`src/rtl/shifter_pkg.sv`:
```
// Shared types for the pipelined shifter.
package shifter_pkg;

  typedef enum logic [1:0] {
    OP_LSL = 2'b00,
    OP_LSR = 2'b01,
    OP_ASR = 2'b10,
    OP_ROR = 2'b11
  } shift_op_t;

endpackage

```
`src/rtl/shifter_pipe_if.sv`:
```
// Handshake bus of shifter_pipe. Status flags exist only when SHIFTER_STATUS_EN is defined.
interface shifter_pipe_if #(
  parameter int unsigned WIDTH = 8
);
  localparam int unsigned SHAMT_W = $clog2(WIDTH);

  logic               in_valid;
  logic               in_ready;
  logic [1:0]         in_op;
  logic [SHAMT_W-1:0] in_shamt;
  logic [WIDTH-1:0]   in_data;
  logic               out_valid;
  logic               out_ready;
  logic [WIDTH-1:0]   out_data;
`ifdef SHIFTER_STATUS_EN
  logic               out_zero;
  logic               out_carry;
`endif

  modport master (
    output in_valid, in_op, in_shamt, in_data, out_ready,
    input  in_ready, out_valid, out_data
`ifdef SHIFTER_STATUS_EN
    , input out_zero, out_carry
`endif
  );

  modport slave (
    input  in_valid, in_op, in_shamt, in_data, out_ready,
    output in_ready, out_valid, out_data
`ifdef SHIFTER_STATUS_EN
    , output out_zero, out_carry
`endif
  );

endinterface

```
`src/rtl/shifter_stage.sv`:
```
// One combinational shifter stage: conditional shift by 2**STAGE in the requested mode.
// Carry tracking ports exist only when SHIFTER_STATUS_EN is defined.
module shifter_stage
  import shifter_pkg::*;
#(
  parameter int unsigned WIDTH = 8,
  parameter int unsigned STAGE = 0
) (
  input  logic [WIDTH-1:0] data_i,
  input  shift_op_t        op_i,
  input  logic             en_i,
  output logic [WIDTH-1:0] data_o
`ifdef SHIFTER_STATUS_EN
  ,
  input  logic             carry_i,
  output logic             carry_o
`endif
);

  localparam int unsigned N = 1 << STAGE;

  always_comb begin
    data_o = data_i;
    if (en_i) begin
      unique case (op_i)
        OP_LSL: data_o = data_i << N;
        OP_LSR: data_o = data_i >> N;
        // Partially shifted ASR data keeps the original sign in its MSB.
        OP_ASR: data_o = $signed(data_i) >>> N;
        OP_ROR: data_o = (data_i >> N) | (data_i << (WIDTH - N));
      endcase
    end
  end

`ifdef SHIFTER_STATUS_EN
  // Last bit leaving this stage; for ROR it is also the new MSB.
  always_comb begin
    carry_o = carry_i;
    if (en_i) begin
      if (op_i == OP_LSL) carry_o = data_i[WIDTH-N];
      else                carry_o = data_i[N-1];
    end
  end
`endif

endmodule

```
`src/rtl/shifter_pipe.sv`:
```
// Pipelined LSL/LSR/ASR/ROR shifter, one register stage per shift-amount bit, valid/ready on
// both sides. Define SHIFTER_STATUS_EN to add the out_zero/out_carry flags.
module shifter_pipe
  import shifter_pkg::*;
#(
  parameter int unsigned WIDTH = 8
) (
  input logic           clk,
  input logic           reset_n,
  shifter_pipe_if.slave bus
);

  localparam int unsigned SHAMT_W = $clog2(WIDTH);

  logic advance;

  // The whole pipeline moves as one; it only freezes on an unaccepted result.
  assign advance      = !bus.out_valid || bus.out_ready;
  assign bus.in_ready = advance;

  for (genvar k = 0; k < SHAMT_W; k++) begin : g_stage
    logic [WIDTH-1:0]   d_in;
    logic [WIDTH-1:0]   d_out;
    shift_op_t          op_in;
    logic [SHAMT_W-1:k] sh_in;
    logic               v_in;
    logic [WIDTH-1:0]   data_q;
    logic               valid_q;
`ifdef SHIFTER_STATUS_EN
    logic               c_in;
    logic               c_out;
    logic               carry_q;
`endif

    if (k == 0) begin : g_first
      assign d_in  = bus.in_data;
      assign op_in = shift_op_t'(bus.in_op);
      assign sh_in = bus.in_shamt;
      assign v_in  = bus.in_valid;
`ifdef SHIFTER_STATUS_EN
      assign c_in  = 1'b0;
`endif
    end else begin : g_next
      assign d_in  = g_stage[k-1].data_q;
      assign op_in = g_stage[k-1].g_fwd.op_q;
      assign sh_in = g_stage[k-1].g_fwd.shamt_q;
      assign v_in  = g_stage[k-1].valid_q;
`ifdef SHIFTER_STATUS_EN
      assign c_in  = g_stage[k-1].carry_q;
`endif
    end

    shifter_stage #(
      .WIDTH (WIDTH),
      .STAGE (k)
    ) u_stage (
      .data_i  (d_in),
      .op_i    (op_in),
      .en_i    (sh_in[k]),
      .data_o  (d_out)
`ifdef SHIFTER_STATUS_EN
      ,
      .carry_i (c_in),
      .carry_o (c_out)
`endif
    );

    always_ff @(posedge clk or negedge reset_n) begin
      if (!reset_n) begin
        data_q  <= '0;
        valid_q <= 1'b0;
      end else if (advance) begin
        data_q  <= d_out;
        valid_q <= v_in;
      end
    end

`ifdef SHIFTER_STATUS_EN
    always_ff @(posedge clk or negedge reset_n) begin
      if (!reset_n)     carry_q <= 1'b0;
      else if (advance) carry_q <= c_out;
    end
`endif

    // Only the shift-amount bits still to be applied travel forward.
    if (k < SHAMT_W - 1) begin : g_fwd
      shift_op_t            op_q;
      logic [SHAMT_W-1:k+1] shamt_q;

      always_ff @(posedge clk or negedge reset_n) begin
        if (!reset_n) begin
          op_q    <= OP_LSL;
          shamt_q <= '0;
        end else if (advance) begin
          op_q    <= op_in;
          shamt_q <= sh_in[SHAMT_W-1:k+1];
        end
      end
    end
  end

  assign bus.out_valid = g_stage[SHAMT_W-1].valid_q;
  assign bus.out_data  = g_stage[SHAMT_W-1].data_q;

`ifdef SHIFTER_STATUS_EN
  logic zero_q;

  // Registered so the flag reads 0 out of reset even though out_data is 0.
  always_ff @(posedge clk or negedge reset_n) begin
    if (!reset_n)     zero_q <= 1'b0;
    else if (advance) zero_q <= (g_stage[SHAMT_W-1].d_out == '0);
  end

  assign bus.out_zero  = zero_q;
  assign bus.out_carry = g_stage[SHAMT_W-1].carry_q;
`endif

endmodule

```
`src/flat_wrapper.sv`:
```
// flat-port wrapper written by rule: the top's interface ports become plain ports
module shifter_pipe_flat import shifter_pkg::*;
#(
  parameter int unsigned WIDTH = 8
)
  (clk, reset_n, bus_in_valid, bus_in_op, bus_in_shamt, bus_in_data, bus_out_ready, bus_in_ready, bus_out_valid, bus_out_data);
  shifter_pipe_if #(.WIDTH(WIDTH)) bus_i ();
  input logic clk;
  input logic reset_n;
  input wire logic [$bits(bus_i.in_valid)-1:0] bus_in_valid;
  input wire logic [$bits(bus_i.in_op)-1:0] bus_in_op;
  input wire logic [$bits(bus_i.in_shamt)-1:0] bus_in_shamt;
  input wire logic [$bits(bus_i.in_data)-1:0] bus_in_data;
  input wire logic [$bits(bus_i.out_ready)-1:0] bus_out_ready;
  output wire logic [$bits(bus_i.in_ready)-1:0] bus_in_ready;
  output wire logic [$bits(bus_i.out_valid)-1:0] bus_out_valid;
  output wire logic [$bits(bus_i.out_data)-1:0] bus_out_data;
  assign bus_i.in_valid = bus_in_valid;
  assign bus_i.in_op = bus_in_op;
  assign bus_i.in_shamt = bus_in_shamt;
  assign bus_i.in_data = bus_in_data;
  assign bus_i.out_ready = bus_out_ready;
  assign bus_in_ready = bus_i.in_ready;
  assign bus_out_valid = bus_i.out_valid;
  assign bus_out_data = bus_i.out_data;
  shifter_pipe #(.WIDTH(WIDTH)) u_core (.clk(clk), .reset_n(reset_n), .bus(bus_i));
endmodule
```
`config.mk`:
```
export PLATFORM = sky130hd
export DESIGN_NAME = shifter_pipe_flat
export DESIGN_NICKNAME = d
export VERILOG_FILES = /design/src/rtl/shifter_pkg.sv /design/src/rtl/shifter_pipe_if.sv /design/src/rtl/shifter_stage.sv /design/src/rtl/shifter_pipe.sv /design/src/flat_wrapper.sv
export SDC_FILE = /design/constraint.sdc
export NUM_CORES = 1
export LEC_CHECK = 0
export CORE_MARGIN = 3
export CORE_UTILIZATION = 48
export CTS_CLUSTER_DIAMETER = 40
export DETAILED_ROUTE_END_ITERATION = 10
export GPL_ROUTABILITY_DRIVEN = 0
export GPL_TIMING_DRIVEN = 1
export HOLD_SLACK_MARGIN = 0.15
export PLACE_DENSITY = 0.82
export REMOVE_ABC_BUFFERS = 1
export SLEW_MARGIN = 15
export SYNTH_ARGS = -nofsm -noshare
export SYNTH_HDL_FRONTEND = slang
export SYNTH_SLANG_ARGS = --single-unit
export TNS_END_PERCENT = 20
```
`constraint.sdc`:
```
create_clock -name clk -period 1.2 [get_ports clk]
set_input_delay 0.12 -clock clk [delete_from_list [all_inputs] [get_ports clk]]
set_output_delay 0.12 -clock clk [all_outputs]
set_load 0.05 [all_outputs]
```
==> results of run 1 <==
[how the worst min path moves through the flow]
stage               slack, ns                         to
floorplan               -0.18     u_core.bus.out_data[0]
global placement         0.45  u_core.g_stage[1].valid_q
detailed placement       0.45  u_core.g_stage[1].valid_q
CTS                      0.21     u_core.bus.out_data[4]
global route             0.21     u_core.bus.out_data[0]
finish                   0.19     u_core.bus.out_data[0]
[synth_stat cells, types with 2 or more instances]
cell,count
a211oi_1,3
a221oi_1,4
a221oi_2,2
a2bb2oi_1,4
buf_2,6
buf_6,3
clkbuf_1,6
dfrtp_1,34
inv_1,9
inv_2,2
mux2_1,4
mux2_4,2
nand2_1,49
nor2_2,2
o21a_1,5
o21ai_0,17
o21ai_1,30
o221ai_1,2
o311a_1,7
[state kept, by name, summed over array words and instances, names as in the netlist]
register and cells:
u_core.g_stage.data_q 16, u_core.g_stage.g_fwd.op_q 4, u_core.g_stage.valid_q 2, u_core.bus.out_data 8
u_core.bus.out_valid 1, u_core.g_stage.g_fwd.shamt_q 3
[repair_timing]
action | CTS | global route
buffers inserted | 3 | 0
resized for setup | 11 | 23
pin swaps | 2 | 8
setup endpoints to repair | 15 | 24
[worst register-to-register path, cell delays in order (launching register included)]
cell and delay, ns:
dfrtp_2 0.48, mux2_4 0.34, a221oi_4 0.22, o21ai_1 0.10
[routing by layer]
| layer | wire (µm) | part of all wire | vias up | GRT usage |
|---|---|---|---|---|
| li1 | - | - | 821 | - |
| met1 | 1874 | 0.39 | 827 | 0.2188 |
| met2 | 2543 | 0.53 | 49 | 0.3890 |
| met3 | 219 | 0.046 | 13 | 0.04992 |
| met4 | 129 | 0.027 | 0 | 0.1291 |
| met5 | 0 | 0 | - | 0 |
[cell families (layout without fill, tap and decap cells)]
group	after synthesis	in the layout	synth area share
AND/OR/NAND/NOR	54	54	0.1192
multiplexers	8	8	0.05366
flip-flops	34	34	0.4739
buffers and inverters	26	80	0.07108
AO/OA/AOI/OAI	77	77	0.2822
[final cells by class]
type                            instances  area [µm²]
Timing Repair Buffer                   61       673.1
Multi-Input combinational cell        139       922.1
Inverter                               11       41.29
Clock inverter                          2       12.51
Fill cell                             243       824.5
Sequential cell                        34       854.6
Tap cell                               46       57.56
Clock buffer                            6       82.58
[power breakdown]
part | switching [µW] | total (µW) | internal [µW]
clock | 436 | 896 | 461
sequential | 481 | 2070 | 1590
combinational | 1760 | 3520 | 1760
[per-stage QoR]
step,hold WS [ns],setup TNS [ns],power (µW)
after global placement,0.4464,-1.297,4890
after detailed placement,0.4481,-2.365,5015
after floorplan,-0.1756,-52.59,3498
after CTS,0.2070,-0.1889,6067
after global routing,0.2123,-1.019,6835
final,0.1938,-0.3346,6494
==> flow_summary.toml, run 1 <==
[status]
outcome = "complete, but fails checks"
violations = "negative setup slack"

[critical_path]
crit_slowest_cell = "dfrtp_2"
startpoint = "u_core.g_stage[1].g_fwd.op_q[0]"
path_depth = 3
critPathMaxStageDelay_ns = 0.48
cp_top_family = "flip-flops"
path_max_fanout = 6
reg2reg_depth = 3
crit_end = "u_core.bus.out_data[7]"
crit_buf_inv = 0
rr_startpoint = "u_core.g_stage[1].g_fwd.op_q[0]"
critPathArrivalTime_ns = 1.44
cp.required_ns = 1.37
crit_chain = "mux2_4 -> a221oi_4 -> o21ai_1"
rr_endpoint = "u_core.bus.out_data[7]"
reg2reg_slack_ns = -0.06
criticalPathCategory = "register to register"
end_kind = "register"
cp-start-kind = "register"

[final_layout]
diodes = 0
layout_commonest_cell = "nand2_1"
final_cells = 299
post-route-util = 0.7623
final_cell_area_mm2 = 0.002644
nNetsFinal = 269
drive_above_1_share = 0.3123
final_cell_mix = "nand2_1 (49), o21ai_1 (31), dfrtp_1 (31), buf_4 (26)"
syn_to_final_growth_pct = 47.25

[cts]
clockRootBuffer = "clkbuf_8"
clk_pin_slew_ns = 0.08
insertion_delay_ns = 0.30
cts_tree = "done"
hold_buffers = 0
clockBufferDepth = 2
cts_inserted_buffers = 5
cts.sinks = 34
htree_num_levels = 2

[global_route]
antenna_found_initial = 0
first_global_vias = 1642
grt_pass1_wl_um = 7176
grt_max_degree = 35
grt_usage = 0.2132
grt_overflow_total = 0

[placement]
dp_slack_ns = -0.1745
dp.cells = 288
placed_area_mm2 = 0.002382
port_buffers = 26
dp_hpwl_um = 3039

[die]
ios = 27
fp.coreArea_mm2 = 0.003468
fp-row-count = 21
fp.dieW_um = 67.16
initial_core_util = 0.5177
die_area_mm2 = 0.004510
die_h_um = 67.16

[sta]
timing.slew.headroom = 0.7862
hold_viol = 0
min_period_ns = 1.261
setup_violations = 11
fin_crit_sh = 1.051
worst_pin_slew_ns = 0.3207
grt_setup_unrepaired = "yes"
drv_slew = 0
max_freq_mhz = 792.8
fin_skew_ns = 0.009196
fin_ws_ns = -0.06128

[logic_synthesis]
yosysTopAreaCellShare = 0.4739
synthCells = 199
synthFlopType = "dfrtp_1"
ys_seq_area_frac = 0.4739
synth-edff-count = 0
synth_area_mm2 = 0.001795
synthArstFlopShare = 1.000
synth_area_leaders = "dfrtp_1 (47%), nand2_1 (10%), o21ai_1 (8.4%)"
synth_cell_types = 27
ys_warn_count = 0
synth.largest_area_cell = "dfrtp_1"
syn_avg_cell_area_um2 = 9.022
ys_seq_elements = 34

[power_and_ir_drop]
p_leak_uw = 0.001189
peakVddDrop_mv = 0.9431
powerDensity_mw_per_mm2 = 2456

[route]
wl_per_cell_um = 15.94
vias_per_cell = 5.719
ant_nets = 0
drc = 0
wl_um = 4767
route.vias.total = 1710
dr.first_iter.drc_count = 112
dr.pass1.iters = 5

[flow_run]
cap_violations = 0

[hold_path]
hold_path.class = "input pin to asynchronous set/reset pin"
Note: power is estimated with default switching activity, not from simulation.
==> run 2, diff against run 1 <==
--- a/config.mk
+++ b/config.mk
@@ -6,13 +6,14 @@
 export NUM_CORES = 1
 export LEC_CHECK = 0
 export CORE_MARGIN = 3
-export CORE_UTILIZATION = 48
+export CORE_UTILIZATION = 50
+export CTS_BUF_LIST = sky130_fd_sc_hd__clkbuf_2 sky130_fd_sc_hd__clkbuf_4 sky130_fd_sc_hd__clkbuf_8
 export CTS_CLUSTER_DIAMETER = 40
 export DETAILED_ROUTE_END_ITERATION = 10
 export GPL_ROUTABILITY_DRIVEN = 0
 export GPL_TIMING_DRIVEN = 1
 export HOLD_SLACK_MARGIN = 0.15
-export PLACE_DENSITY = 0.82
+export PLACE_DENSITY = 0.85
 export REMOVE_ABC_BUFFERS = 1
 export SLEW_MARGIN = 15
 export SYNTH_ARGS = -nofsm -noshare
==> run 2 against run 1 <==
First-iteration DRC count up 17%; hold slack better by 0.11 ns; power down 4.0%; register-to-register slack worse by 0.07 ns; routed wire length down 4.0%; the run still ends with negative setup slack left; highest routed layer unchanged; sequential power about the same.
==> flow_summary.toml, run 2 (synthesis results as in run 1) <==
[power_and_ir_drop]
internal_power_uw = 3735
seqPwrFrac = 0.331
powerDensity_mw_per_mm2 = 2432
peakVddDrop_mv = 1.037
switching_power_uw = 2497
p_leak_uw = 0.001175
p_clk_frac = 0.141
comb_power_share = 0.528
swShare = 0.4007

[final_layout]
diodes = 0
nNetsFinal = 269
largest_register = "u_core.g_stage.data_q"
num-fill-cells = 226
final_cell_mix = "nand2_1 (49), dfrtp_1 (33), o21ai_1 (30), buf_4 (28), o21ai_0 (17)"
syn_to_final_growth_pct = 42.72
drive_above_1_share = 0.2767
largest_reg_flops = 16
final_cells = 299
layout_commonest_cell = "nand2_1"
post-route-util = 0.7560

[global_route]
antenna_found_initial = 0
grt_overflow_total = 0
grt_usage = 0.2332
grt_pass1_wl_um = 7617
first_global_vias = 1657
grt_max_degree = 35

[die]
die_area_mm2 = 0.004346
initial_core_util = 0.5297
fp.dieW_um = 65.93
ios = 27
fp.coreArea_mm2 = 0.003390
die_h_um = 65.93
fp-row-count = 21

[route]
drc = 0
dr.first_iter.drc_count = 131
wl_um = 4578
vias_per_cell = 5.599
dr.pass1.iters = 4
route.vias.total = 1674
ant_nets = 0
wl_per_cell_um = 15.31

[sta]
fin_skew_ns = 0.01558
min_period_ns = 1.330
worst_pin_slew_ns = 0.3424
fin_crit_sh = 1.109
whs_ns = 0.3013
hold_viol = 0
fin_ws_ns = -0.1303
setup_violations = 11
max_freq_mhz = 751.7
tns_ns = -0.5125
timing.slew.headroom = 0.7717
drv_slew = 0
grt_setup_unrepaired = "yes"

[critical_path]
criticalPathCategory = "register to register"
critPathArrivalTime_ns = 1.56
path_max_fanout = 6
cp.required_ns = 1.43
rr_startpoint = "u_core.g_stage[1].g_fwd.op_q[0]"
cp-start-kind = "register"
end_kind = "register"
crit_end = "u_core.bus.out_data[4]"
startpoint = "u_core.g_stage[1].g_fwd.op_q[0]"
reg2reg_depth = 3
reg2reg_slack_ns = -0.13
rr_endpoint = "u_core.bus.out_data[4]"

[placement]
dp_slack_ns = -0.1175
port_buffers = 26
dp.cells = 287
dp_hpwl_um = 2973

[cts]
clockRootBuffer = "clkbuf_4"
cts.sinks = 34
clockBufferDepth = 2
clk_pin_slew_ns = 0.11
htree_num_levels = 2
cts_tree = "done"
insertion_delay_ns = 0.35
cts_inserted_buffers = 5

[status]
outcome = "complete, but fails checks"
violations = "negative setup slack"

[hold_path]
hold_path.class = "input pin to register"

[flow_run]
cap_violations = 0
[run 2: cell types whose count changed in the layout (fill, tap and decap cells not counted), sizes merged]
cell	before	now
buf	45	44
bufinv	0	1
clkbuf	6	7
clkinv	1	0
clkinvlp	1	0
dlygate4sd3	0	1
[run 2: power groups by stage]
stage | clock network (µW) | logic [µW] | registers [µW]
2_1_floorplan | 0 | 1050 | 2450
3_3_place_gp | 0 | 2890 | 1990
3_5_place_dp | 0 | 2960 | 2020
4_1_cts | 875 | 3220 | 2020
5_1_grt | 929 | 3530 | 2120
6_report | 879 | 3290 | 2060
[run 2: worst min path at each step]
stage	from	endpoint	slack (ns)	cells after the start
4_1_cts	bus_in_valid	u_core.g_stage[0].valid_q	0.30	3
3_5_place_dp	u_core.g_stage[1].valid_q	u_core.g_stage[1].valid_q	0.45	2
2_1_floorplan	reset_n	u_core.bus.out_data[0]	-0.18	0
6_report	bus_in_valid	u_core.g_stage[0].valid_q	0.30	3
5_1_grt	bus_in_valid	u_core.g_stage[0].valid_q	0.31	3
3_3_place_gp	u_core.g_stage[1].valid_q	u_core.g_stage[1].valid_q	0.44	2
[run 2: what timing repair did]
item	in CTS	in global routing
setup endpoints to repair	10	29
endpoints found under the hold margin	29	0
cloned	0	0
pin swaps	6	1
setup buffers	3	0
gates resized for setup	16	1
hold buffers	1	0
[run 2: cell type report]
| cell class | count | area, µm² | area share |
|---|---|---|---|
| multi-input combinational | 139 | 868.3 | 0.3389 |
| tap | 46 | 57.56 | 0.02246 |
| clock buffer | 7 | 52.55 | 0.02051 |
| timing repair buffer | 61 | 660.6 | 0.2578 |
| inverter | 11 | 41.29 | 0.01611 |
| clock inverter | 1 | 30.03 | 0.01172 |
| sequential | 34 | 852.1 | 0.3325 |
[run 2: per-layer routing]
| layer | vias up | routed length (µm) | global-route usage |
|---|---|---|---|
| li1 | 813 | - | - |
| met1 | 803 | 1817 | 0.2391 |
| met2 | 46 | 2471 | 0.4418 |
| met3 | 12 | 164 | 0.05782 |
| met4 | 0 | 125 | 0.09845 |
| met5 | - | 0 | 0 |
[run 2: worst max-delay path: stages, from the launching register on]
cell      delay [ns]
dfrtp_2         0.51
mux2_4          0.33
a221oi_2        0.24
o21ai_1         0.12
[run 2: per-stage QoR]
| step | power, µW | area (µm²) |
|---|---|---|
| finish | 6233 | 2562 |
| global route | 6576 | 2562 |
| CTS | 6112 | 2557 |
| detailed placement | 4986 | 2375 |
| global placement | 4878 | 2375 |
| floorplan | 3498 | 1709 |
==> run 3, diff against run 2 <==
--- a/config.mk
+++ b/config.mk
@@ -5,8 +5,11 @@
 export SDC_FILE = /design/constraint.sdc
 export NUM_CORES = 1
 export LEC_CHECK = 0
+export CAP_MARGIN = 25
+export CELL_PAD_IN_SITES_DETAIL_PLACEMENT = 1
+export CELL_PAD_IN_SITES_GLOBAL_PLACEMENT = 2
 export CORE_MARGIN = 3
-export CORE_UTILIZATION = 50
+export CORE_UTILIZATION = 31
 export CTS_BUF_LIST = sky130_fd_sc_hd__clkbuf_2 sky130_fd_sc_hd__clkbuf_4 sky130_fd_sc_hd__clkbuf_8
 export CTS_CLUSTER_DIAMETER = 40
 export DETAILED_ROUTE_END_ITERATION = 10
==> run 3 against run 2 <==
The run still ends with negative setup slack left; non-clock buffer count grew 2; sequential cell count is the same; routed wire length grew 0.11%; clock skew fell by 0.011 ns; design area grew 3.2%; clock power down 4.8%; cell count increased by 9.0%; global-route usage decreased by 7.7 points; maximum frequency increased by 6.4%; via count is 2.6% lower; first-iteration DRC count shrank 84%; largest cell class unchanged.
==> flow_summary.toml, run 3 (synthesis results as in run 1) <==
[status]
outcome = "complete, but fails checks"
violations = "negative setup slack"

[final_layout]
layout_commonest_cell = "nand2_1"
diodes = 0
largest_register = "u_core.g_stage.data_q"
syn_to_final_growth_pct = 47.32
final_cell_mix = "nand2_1 (49), o21ai_1 (34), dfrtp_1 (31), buf_4 (29), clkdlybuf4s50_1 (16)"
nNetsFinal = 271
final_cells = 326
drive_above_1_share = 0.3110
largest_reg_flops = 16
post-route-util = 0.4774

[flow_run]
cap_violations = 0

[critical_path]
critPathMaxStageDelay_ns = 0.44
crit_slowest_cell = "dfrtp_2"
cp_top_family = "flip-flops"
criticalPathCategory = "register to register"
cp-start-kind = "register"
cp.required_ns = 1.37
end_kind = "register"
path_max_fanout = 7
critPathArrivalTime_ns = 1.42
crit_chain = "buf_4 -> nor2_4 -> o221ai_1 -> o21a_1"
crit_buf_inv = 1

[cts]
clockBufferDepth = 2
cts_inserted_buffers = 5
clk_pin_slew_ns = 0.06
cts.sinks = 34
insertion_delay_ns = 0.29
clockRootBuffer = "clkbuf_8"
htree_num_levels = 2
cts_tree = "done"

[placement]
port_buffers = 26
dp_slack_ns = -0.1120
dp.cells = 317
dp_hpwl_um = 3351

[sta]
setup_violations = 6
max_freq_mhz = 799.7
fin_crit_sh = 1.042
min_period_ns = 1.250
fin_ws_ns = -0.05046
fin_skew_ns = 0.004507
grt_setup_unrepaired = "yes"
drv_slew = 0
tns_ns = -0.2187
worst_pin_slew_ns = 0.3103
hold_viol = 0
timing.slew.headroom = 0.7929

[route]
drc = 0
vias_per_cell = 5.003
dr.pass1.iters = 4
dr.first_iter.drc_count = 21
wl_per_cell_um = 14.06
route.vias.total = 1631
wl_um = 4583
ant_nets = 0

[die]
fp.dieW_um = 82.11
die_h_um = 82.11
fp.coreArea_mm2 = 0.005540
die_area_mm2 = 0.006741
initial_core_util = 0.3241
fp-row-count = 27
ios = 27

[power_and_ir_drop]
powerDensity_mw_per_mm2 = 2361
p_leak_uw = 0.001184
peakVddDrop_mv = 1.099

[global_route]
first_global_vias = 1712
grt_overflow_total = 0
grt_max_degree = 35
grt_pass1_wl_um = 8010
antenna_found_initial = 0
grt_usage = 0.1567

[hold_path]
hold_path.class = "input pin to asynchronous set/reset pin"
-- run 3: path summary, 6_finish.rpt --
check | end | start | slack, ns | cells after the start
setup / recovery | u_core.g_stage[1].data_q[1] | u_core.g_stage[0].g_fwd.op_q[0] | -0.05 | 4
hold / removal | u_core.bus.out_data[4] | reset_n | 0.21 | 2
setup reg to reg | u_core.g_stage[1].data_q[1] | u_core.g_stage[0].g_fwd.op_q[0] | -0.05 | 4
hold reg to reg | u_core.g_stage[0].valid_q | u_core.g_stage[0].valid_q | 0.47 | 2
max in group asynchronous | u_core.g_stage[0].g_fwd.op_q[1] | reset_n | 0.80 | 2
min in group clk | u_core.g_stage[0].valid_q | bus_in_valid | 0.37 | 3
-- run 3: repair_timing --
| action | in CTS | in global routing |
|---|---|---|
| gates resized for setup | 16 | 16 |
| buffers inserted | 2 | 0 |
| endpoints found under the setup margin | 15 | 25 |
| hold buffers | 0 | 0 |
| pin swaps | 4 | 9 |
-- run 3: stage by stage --
step	power [µW]	hold WS [ns]	cell area [µm²]
2_1_floorplan	3498	-0.1756	1709
6_report	6245	0.2106	2645
3_5_place_dp	5081	0.4515	2437
5_1_grt	6695	0.2131	2645
3_3_place_gp	4989	0.4424	2437
4_1_cts	6188	0.2166	2608
-- run 3: metal layers --
metal / vias up / wire [µm] / GRT usage
met1: 784 / 1863 / 0.1726
met4: 0 / 68 / 0.05482
li1: 814 / - / -
met3: 6 / 151 / 0.03579
met2: 27 / 2499 / 0.2924
met5: - / 0 / 0
-- run 3: power by group --
part	internal [µW]	total (µW)	switching (µW)
Clock	444	837	393
Combinational	1730	3350	1620
Sequential	1590	2060	465
-- run 3: cell type report --
cell class,count,area [µm²]
inverter,11,43.79
fill,633,2895
sequential,34,854.6
tap,72,90.09
clock buffer,7,83.83
timing repair buffer,63,680.7
multi-input combinational,139,892.1
